**config.mk**
```make
export PLATFORM = sky130hd
export DESIGN_NAME = manchester_tx_frame
export DESIGN_NICKNAME = d
export VERILOG_FILES = /design/src/rtl/manchester_tx_frame.sv
export SDC_FILE = /design/constraint.sdc
export NUM_CORES = 1
export LEC_CHECK = 0
export ABC_AREA = 1
export CAP_MARGIN = 30
export CORE_MARGIN = 2
export CORE_UTILIZATION = 40
export DETAILED_ROUTE_END_ITERATION = 7
export HOLD_SLACK_MARGIN = 0.06
export SLEW_MARGIN = 10
export SYNTH_ARGS = -nofsm -noshare
export SYNTH_HDL_FRONTEND = slang
export SYNTH_SLANG_ARGS = --single-unit
```
**constraint.sdc**
```tcl
create_clock -name clk -period 3.2 [get_ports clk]
set_input_delay 0.64 -clock clk [delete_from_list [all_inputs] [get_ports clk]]
set_output_delay 0.64 -clock clk [all_outputs]
set_load 0.05 [all_outputs]
```
**src/rtl/manchester_tx_frame.sv**
```systemverilog
// rtl/manchester_tx_frame.sv - Manchester frame transmitter: preamble + DATA_W data bits, one half-bit per clk
// Word and coding mode are latched on the valid/ready transfer; all line outputs are registered.
module manchester_tx_frame #(
  parameter int DATA_W    = 8,
  parameter int PRE_LEN   = 4,
  parameter int MSB_FIRST = 1
) (
  input  logic              clk,
  input  logic              rst_n,
  input  logic [DATA_W-1:0] datain,
  input  logic              datain_valid,
  output logic              datain_ready,
  input  logic              mode,
  output logic              dataout,
  output logic              dout_en,
  output logic              busy,
  output logic              frame_done
);

  localparam int MAXL = (PRE_LEN > DATA_W) ? PRE_LEN : DATA_W;
  localparam int CW   = $clog2(MAXL + 1);
  localparam logic [CW-1:0] PRE_LAST  = CW'((PRE_LEN > 0) ? PRE_LEN - 1 : 0);
  localparam logic [CW-1:0] DATA_LAST = CW'(DATA_W - 1);

  typedef enum logic [1:0] {IDLE, PRE, DATA} state_t;

  state_t            state;
  logic [DATA_W-1:0] shreg;
  logic [DATA_W-1:0] shreg_adv;
  logic [CW-1:0]     bit_cnt;
  logic              mode_l;
  logic              phase;
  logic              xfer;

  function automatic logic head(input logic [DATA_W-1:0] w);
    return (MSB_FIRST != 0) ? w[DATA_W-1] : w[0];
  endfunction

  assign shreg_adv = (MSB_FIRST != 0) ? (shreg << 1) : (shreg >> 1);

  // frame_done marks the final half-bit, which is also the slot where the next word may be taken
  assign datain_ready = (state == IDLE) || frame_done;
  assign xfer         = datain_valid && datain_ready;

  always_ff @(posedge clk or negedge rst_n) begin
    if (!rst_n) begin
      state      <= IDLE;
      shreg      <= '0;
      bit_cnt    <= '0;
      mode_l     <= 1'b0;
      phase      <= 1'b0;
      dataout    <= 1'b0;
      dout_en    <= 1'b0;
      busy       <= 1'b0;
      frame_done <= 1'b0;
    end else begin
      frame_done <= 1'b0;
      if (xfer) begin
        shreg   <= datain;
        mode_l  <= mode;
        phase   <= 1'b0;
        bit_cnt <= '0;
        busy    <= 1'b1;
        dout_en <= 1'b1;
        if (PRE_LEN > 0) begin
          state   <= PRE;
          dataout <= 1'b1 ^ mode;
        end else begin
          state   <= DATA;
          dataout <= head(datain) ^ mode;
        end
      end else begin
        case (state)
          IDLE: begin
            dataout <= 1'b0;
            dout_en <= 1'b0;
            busy    <= 1'b0;
          end
          default: begin
            if (!phase) begin
              phase      <= 1'b1;
              dataout    <= ~dataout;
              frame_done <= (state == DATA) && (bit_cnt == DATA_LAST);
            end else begin
              phase <= 1'b0;
              if (state == PRE) begin
                if (bit_cnt == PRE_LAST) begin
                  state   <= DATA;
                  bit_cnt <= '0;
                  dataout <= head(shreg) ^ mode_l;
                end else begin
                  // next preamble bit is ~(bit_cnt+1)[0], i.e. bit_cnt[0]
                  bit_cnt <= bit_cnt + 1'b1;
                  dataout <= bit_cnt[0] ^ mode_l;
                end
              end else if (bit_cnt == DATA_LAST) begin
                state   <= IDLE;
                bit_cnt <= '0;
                shreg   <= '0;
                dataout <= 1'b0;
                dout_en <= 1'b0;
                busy    <= 1'b0;
              end else begin
                shreg   <= shreg_adv;
                bit_cnt <= bit_cnt + 1'b1;
                dataout <= head(shreg_adv) ^ mode_l;
              end
            end
          end
        endcase
      end
    end
  end

endmodule
```
==> reports/results.txt, run 1 <==
Critical Path Sink Type = output pin
CTS tree = yes
post-DP HPWL = 1.45 mm
share of cells above drive strength 1 = 9.93%
Synth Instances = 124
Worst Path Required = 2.56 ns
Layout Utilization = 49.4%
Min Hold Slack = 0.521 ns
relative slew slack = 43.2%
DRC violations left = 0
TNS Setup = 0 ns
via count = 826
ys async rst share = 100%
f_max = 405 MHz
Slew Viols, Final = 0
Critical R2R Launch = bit_cnt[0]
Post-synth EDFFs = 0
total setup buffers inserted after CTS = 0
Placer Congestion = 0.760
Final Skew = 0.0134 ns
antenna diode count = 0
WL/cell = 11.3 um
status = finished clean
Worst Setup Start Kind = flip-flop
Worst EP arrival = 1.83 ns
H-tree Lvls = 1
synth unique cells = 25
routed vias/inst = 4.83
P&R area growth vs syn = 19.4%
vias in the first global route = 755
HP Class = reg2reg
full die area = 0.00294 mm2
Final #Nets = 155
first drt pass iteration count = 4
Fin. Hold Viols = 0
Crit path max-delay family = buffers and inverters
minimum clock period = 2.47 ns
post-route ant nets = 0
DIE HEIGHT = 54.2 um
RSZ-0062 raised after global routing = no
syn avg cell area = 8.12 um2
drt total wl = 1.93 mm
Syn Nets = 137
cts hold-fix bufs = 0
worst skew pair latency = 0.30 ns
Die Width = 54.2 um
leakage power = 0.560 nW
PostCTS Resize Cnt = 0
Iteration-0 DRC Markers = 13
multi-input combinational cell area = 430 um2
leading area contributor after synthesis = dfrtp_1
top cells by count, synth = nand2_1, dfrtp_1, inv_1
Num Clock Sinks = 19
CP max-delay cell = clkdlybuf4s50_1
Finished Cell Area = 0.00120 mm2
gr ovfl total = 0
Synth Flop Type = dfrtp_1
CP Launch Point = state[0]
register area = 475 um2
clock-pin slew on the worst setup and hold paths = 0.12 ns
I/O Buffers = 16
cell area after synthesis = 0.00101 mm2
Final Power = 1.14 mW
I/O pin total = 17
share of the synthesized area in the top cell type = 47.2%
worst-margin pin slew = 0.850 ns
worst path buffer plus inverter count = 2
worst-path cell chain = inv_1 > nand2_1 > nand2_2 > clkdlybuf4s50_1
first-pass GRT wire length = 3.33 mm
critical hold path startpoint = phase
CTS Root Cell = clkbuf_4
core area = 0.00243 mm2
register bit total from synthesis = 19
WS Path Type = reg2out
Synthesis Warnings = 0
Max FO, Critical Path = 5
Site Rows = 18
Tcrit/Tclk final = 77.1%
Longest Clk Path Bufs = 2
initial antenna violation count = 0
top post-synthesis cells by area = dfrtp_1, nand2_1, o21ai_0
Max Cap Viol = 0
CTS Buf Count = 3
most common cell in the netlist = nand2_1
placed cell area = 0.00117 mm2
final setup vio count = 0
worst stage delay on the critical path = 0.80 ns
# fillers = 253
PD cells = 944 mW/mm2
register area share after synthesis = 47.2%
largest net degree at the start of global routing = 20
Peak VDD IR = 0.647 mV
global-route usage over all layers = 16.2%
Starting Density = 41.4%
-- path summary, 6_finish.rpt --
check / to / slack [ns] / cells after the start
min in group asynchronous: busy / 0.81 / 1
worst max-delay path: datain_ready / 0.73 / 4
max in group asynchronous: bit_cnt[0] / 1.86 / 1
worst max register to register: shreg[4] / 1.64 / 8
worst min-delay path: dataout / 0.52 / 3
worst min register to register: dataout / 0.52 / 3
-- through the flow --
step,instances,setup WS (ns)
after floorplan,124,1.53
after global placement,167,1.11
after detailed placement,167,1.08
after CTS,171,0.724
after global routing,171,0.627
final,171,0.733
-- layout by cell type, fill, tap and decap left out, drive strengths merged, types with 3 or more instances in the layout --
cell / n
clkbuf: 3
nand3: 9
o21ai: 19
dfrtp: 19
nor2: 9
nand2: 32
a21oi: 4
inv: 19
clkdlybuf4s50: 16
-- worst min-delay path, stage by stage (launching register included) --
cell     delay, ns
dfrtp_1       0.36
nand2_1       0.05
nand2_1       0.05
nand2_1       0.04
-- routing by layer --
layer,routed length [um],GRT usage (%)
met3,93,5.83
met2,879,26.7
met5,0,0
met1,940,20.1
met4,15,3.75
-- power by group --
| part | internal (mW) | leakage (nW) | switching, mW |
|---|---|---|---|
| clock | 0.0466 | 0.0177 | 0.0753 |
| sequential | 0.339 | 0.240 | 0.0598 |
| combinational | 0.209 | 0.303 | 0.406 |
| total | 0.595 | 0.560 | 0.541 |
-- cell type report --
cell class,count,share of cell area (%)
sequential,19,39.5
multi-input combinational,83,35.8
timing repair buffer,16,13.3
inverter,19,5.93
tap,30,3.12
clock buffer,3,1.87
clock inverter,1,0.416
-- state kept, by name, summed over array words and instances (netlist names) --
name        count
busy            1
frame_done      1
shreg           8
mode_l          1
dataout         1
bit_cnt         4
state           2
phase           1
-- cell families (layout without fill, tap and decap cells) --
logic type	after synthesis	after routing	synth area share (%)
xor gates and xnor gates	2	2	1.74
AOI/OAI and AO/OA	28	28	17.4
and+or+nand+nor	52	52	22.4
buffers and inverters	22	39	10.1
DFF	19	19	47.2
adders and majority gates	1	1	1.24
Note: power is estimated with default switching activity, not from simulation.
==> run 2, diff against run 1 <==
==> constraint.sdc (replaced) <==
create_clock -name clk -period 2.54 [get_ports clk]
set_input_delay 0.508 -clock clk [delete_from_list [all_inputs] [get_ports clk]]
set_output_delay 0.508 -clock clk [all_outputs]
set_load 0.05 [all_outputs]
==> run 2 against run 1 <==
Wire length is 2.7% higher; critical path depth unchanged; global-route usage is essentially flat; cell count rose by 0.58%; largest power group unchanged.
==> reports/results.txt, run 2 (synthesis gave the netlist of run 1 again) <==
Psw = 686 uW (was 541 uW)
WL/cell = 11.5 um (was 11.3 um)
post-route ant nets = 0 (unchanged)
full die area = 0.00294 mm2 (unchanged)
f_max = 432 MHz
Sequential Power Share = 35.0% (was 35.1%)
PD cells = 1190 mW/mm2 (was 944 mW/mm2)
Die Width = 54.2 um (unchanged)
Net Sw Frac = 47.8% (was 47.6%)
CTS Root Cell = clkbuf_4 (unchanged)
Min Hold Slack = 0.521 ns (about the same)
Clk pwr share = 11.0% (was 10.7%)
status = finished clean (unchanged)
I/O pin total = 17 (unchanged)
core area = 0.00243 mm2 (unchanged)
Layout Utilization = 49.7% (was 49.4%)
clock-pin slew on the worst setup and hold paths = 0.12 ns (about the same)
largest net degree at the start of global routing = 20 (unchanged)
Most flops, register = shreg (unchanged)
share of cells above drive strength 1 = 10.6% (was 9.93%)
commonest non-fill, non-tap cell in the layout = nand2_1 (unchanged)
Peak VDD IR = 0.691 mV (was 0.647 mV)
setup ws final = 0.225 ns (was 0.733 ns)
Final Power = 1.44 mW (was 1.14 mW)
first-pass GRT wire length = 3.35 mm (was 3.33 mm)
P&R area growth vs syn = 20.1% (was 19.4%)
total setup buffers inserted after CTS = 0 (unchanged)
initial antenna violation count = 0 (unchanged)
DRC violations left = 0 (unchanged)
Fin. Hold Viols = 0 (unchanged)
placed cell area = 0.00118 mm2 (was 0.00117 mm2)
Worst Setup Start Kind = flip-flop (unchanged)
Final Skew = 0.00121 ns (was 0.0134 ns)
Num Clock Sinks = 19 (unchanged)
vias in the first global route = 751 (was 755)
Tcrit/Tclk final = 91.1%
Finished Cell Area = 0.00121 mm2 (was 0.00120 mm2)
drt total wl = 1.98 mm (was 1.93 mm)
worst skew pair latency = 0.30 ns (about the same)
Final #Nets = 156 (was 155)
via count = 832 (was 826)
Critical Path Sink Type = output pin (unchanged)
Worst Path Required = 2.03 ns (was 2.56 ns)
Largest regs = shreg: 8 flops, bit_cnt: 4 flops, state: 2 flops (unchanged)
Cells after DPL = 168 (was 167)
post-DP HPWL = 1.47 mm (was 1.45 mm)
final setup vio count = 0 (unchanged)
Slew Viols, Final = 0 (unchanged)
Starting Density = 41.4% (unchanged)
Pint = 750 uW (was 595 uW)
first drt pass iteration count = 4 (unchanged)
CTS Buf Count = 3 (unchanged)
CTS tree = yes (unchanged)
Max Cap Viol = 0 (unchanged)
TNS Setup = 0 ns (unchanged)
antenna diode count = 0 (unchanged)
routed vias/inst = 4.84 (was 4.83)
Max FO, Critical Path = 5 (unchanged)
Site Rows = 18 (unchanged)
global-route usage over all layers = 16.2% (about the same)
leakage power = 0.565 nW (was 0.560 nW)
H-tree Lvls = 1 (unchanged)
Final Instance Count excl. Fillers = 172 (was 171)
WS Path Type = reg2out (unchanged)
Worst EP arrival = 1.81 ns (was 1.83 ns)
RSZ-0062 raised after global routing = no (unchanged)
Comb power frac = 53.9% (was 54.1%)
gr ovfl total = 0 (unchanged)
minimum clock period = 2.31 ns
cts hold-fix bufs = 0 (unchanged)
PostCTS Resize Cnt = 0 (unchanged)
I/O Buffers = 16 (unchanged)
Place WS = 0.560 ns (was 1.08 ns)
relative slew slack = 60.4% (was 43.2%)
most frequent cells in the layout = nand2_1, dfrtp_1, inv_1, clkdlybuf4s50_1, o21ai_0 (unchanged)
DIE HEIGHT = 54.2 um (unchanged)
Placer Congestion = 0.772 (was 0.760)
max FFs per register = 8 (unchanged)
Longest Clk Path Bufs = 2 (unchanged)
worst-margin pin slew = 0.594 ns (was 0.850 ns)
Iteration-0 DRC Markers = 12 (was 13)
HP Class = reg2reg (unchanged)
# fillers = 253 (unchanged)
run 2: cell count changes in the layout (fill, tap and decap cells not counted), sizes merged:
cell / change
buf: +1
run 2: routing by layer:
metal	up-vias	wire length (um)	track usage [%]
met5	-	0	0
met4	0	17	8.75
met3	2	76	2.78
met2	11	896	24.1
met1	383	991	22.1
li1	436	-	-
run 2: power by group through the flow:
stage	Sequential [mW]	Combinational [mW]	Clock [mW]
finish	0.503	0.774	0.159
global route	0.521	0.881	0.175
CTS	0.504	0.784	0.165
detailed placement	0.511	0.780	0
global placement	0.505	0.771	0
floorplan	0.551	0.575	0
run 2: critical path, stage by stage (launching register included):
cell and delay [ns]:
dfrtp_1 0.39, inv_1 0.12, nand2_1 0.10, nand2_2 0.09, clkdlybuf4s50_1 0.80
run 2: worst paths after layout:
check | from | to | slack (ns) | cells after the start
max | state[0] | datain_ready | 0.23 | 4
min in group asynchronous | rst_n | busy | 0.54 | 2
max reg2reg | bit_cnt[1] | shreg[2] | 0.97 | 8
min | phase | dataout | 0.52 | 3
max in group asynchronous | rst_n | shreg[4] | 1.80 | 2
min reg2reg | phase | dataout | 0.52 | 3
run 2: area by class of cell:
class | count | area [um2] | area share [%]
Inverter | 19 | 71.3 | 5.89
Tap cell | 30 | 37.5 | 3.10
Clock buffer | 3 | 22.5 | 1.86
Sequential cell | 19 | 475 | 39.3
Timing Repair Buffer | 17 | 168 | 13.9
Multi-Input combinational cell | 83 | 430 | 35.6
Clock inverter | 1 | 5.00 | 0.414
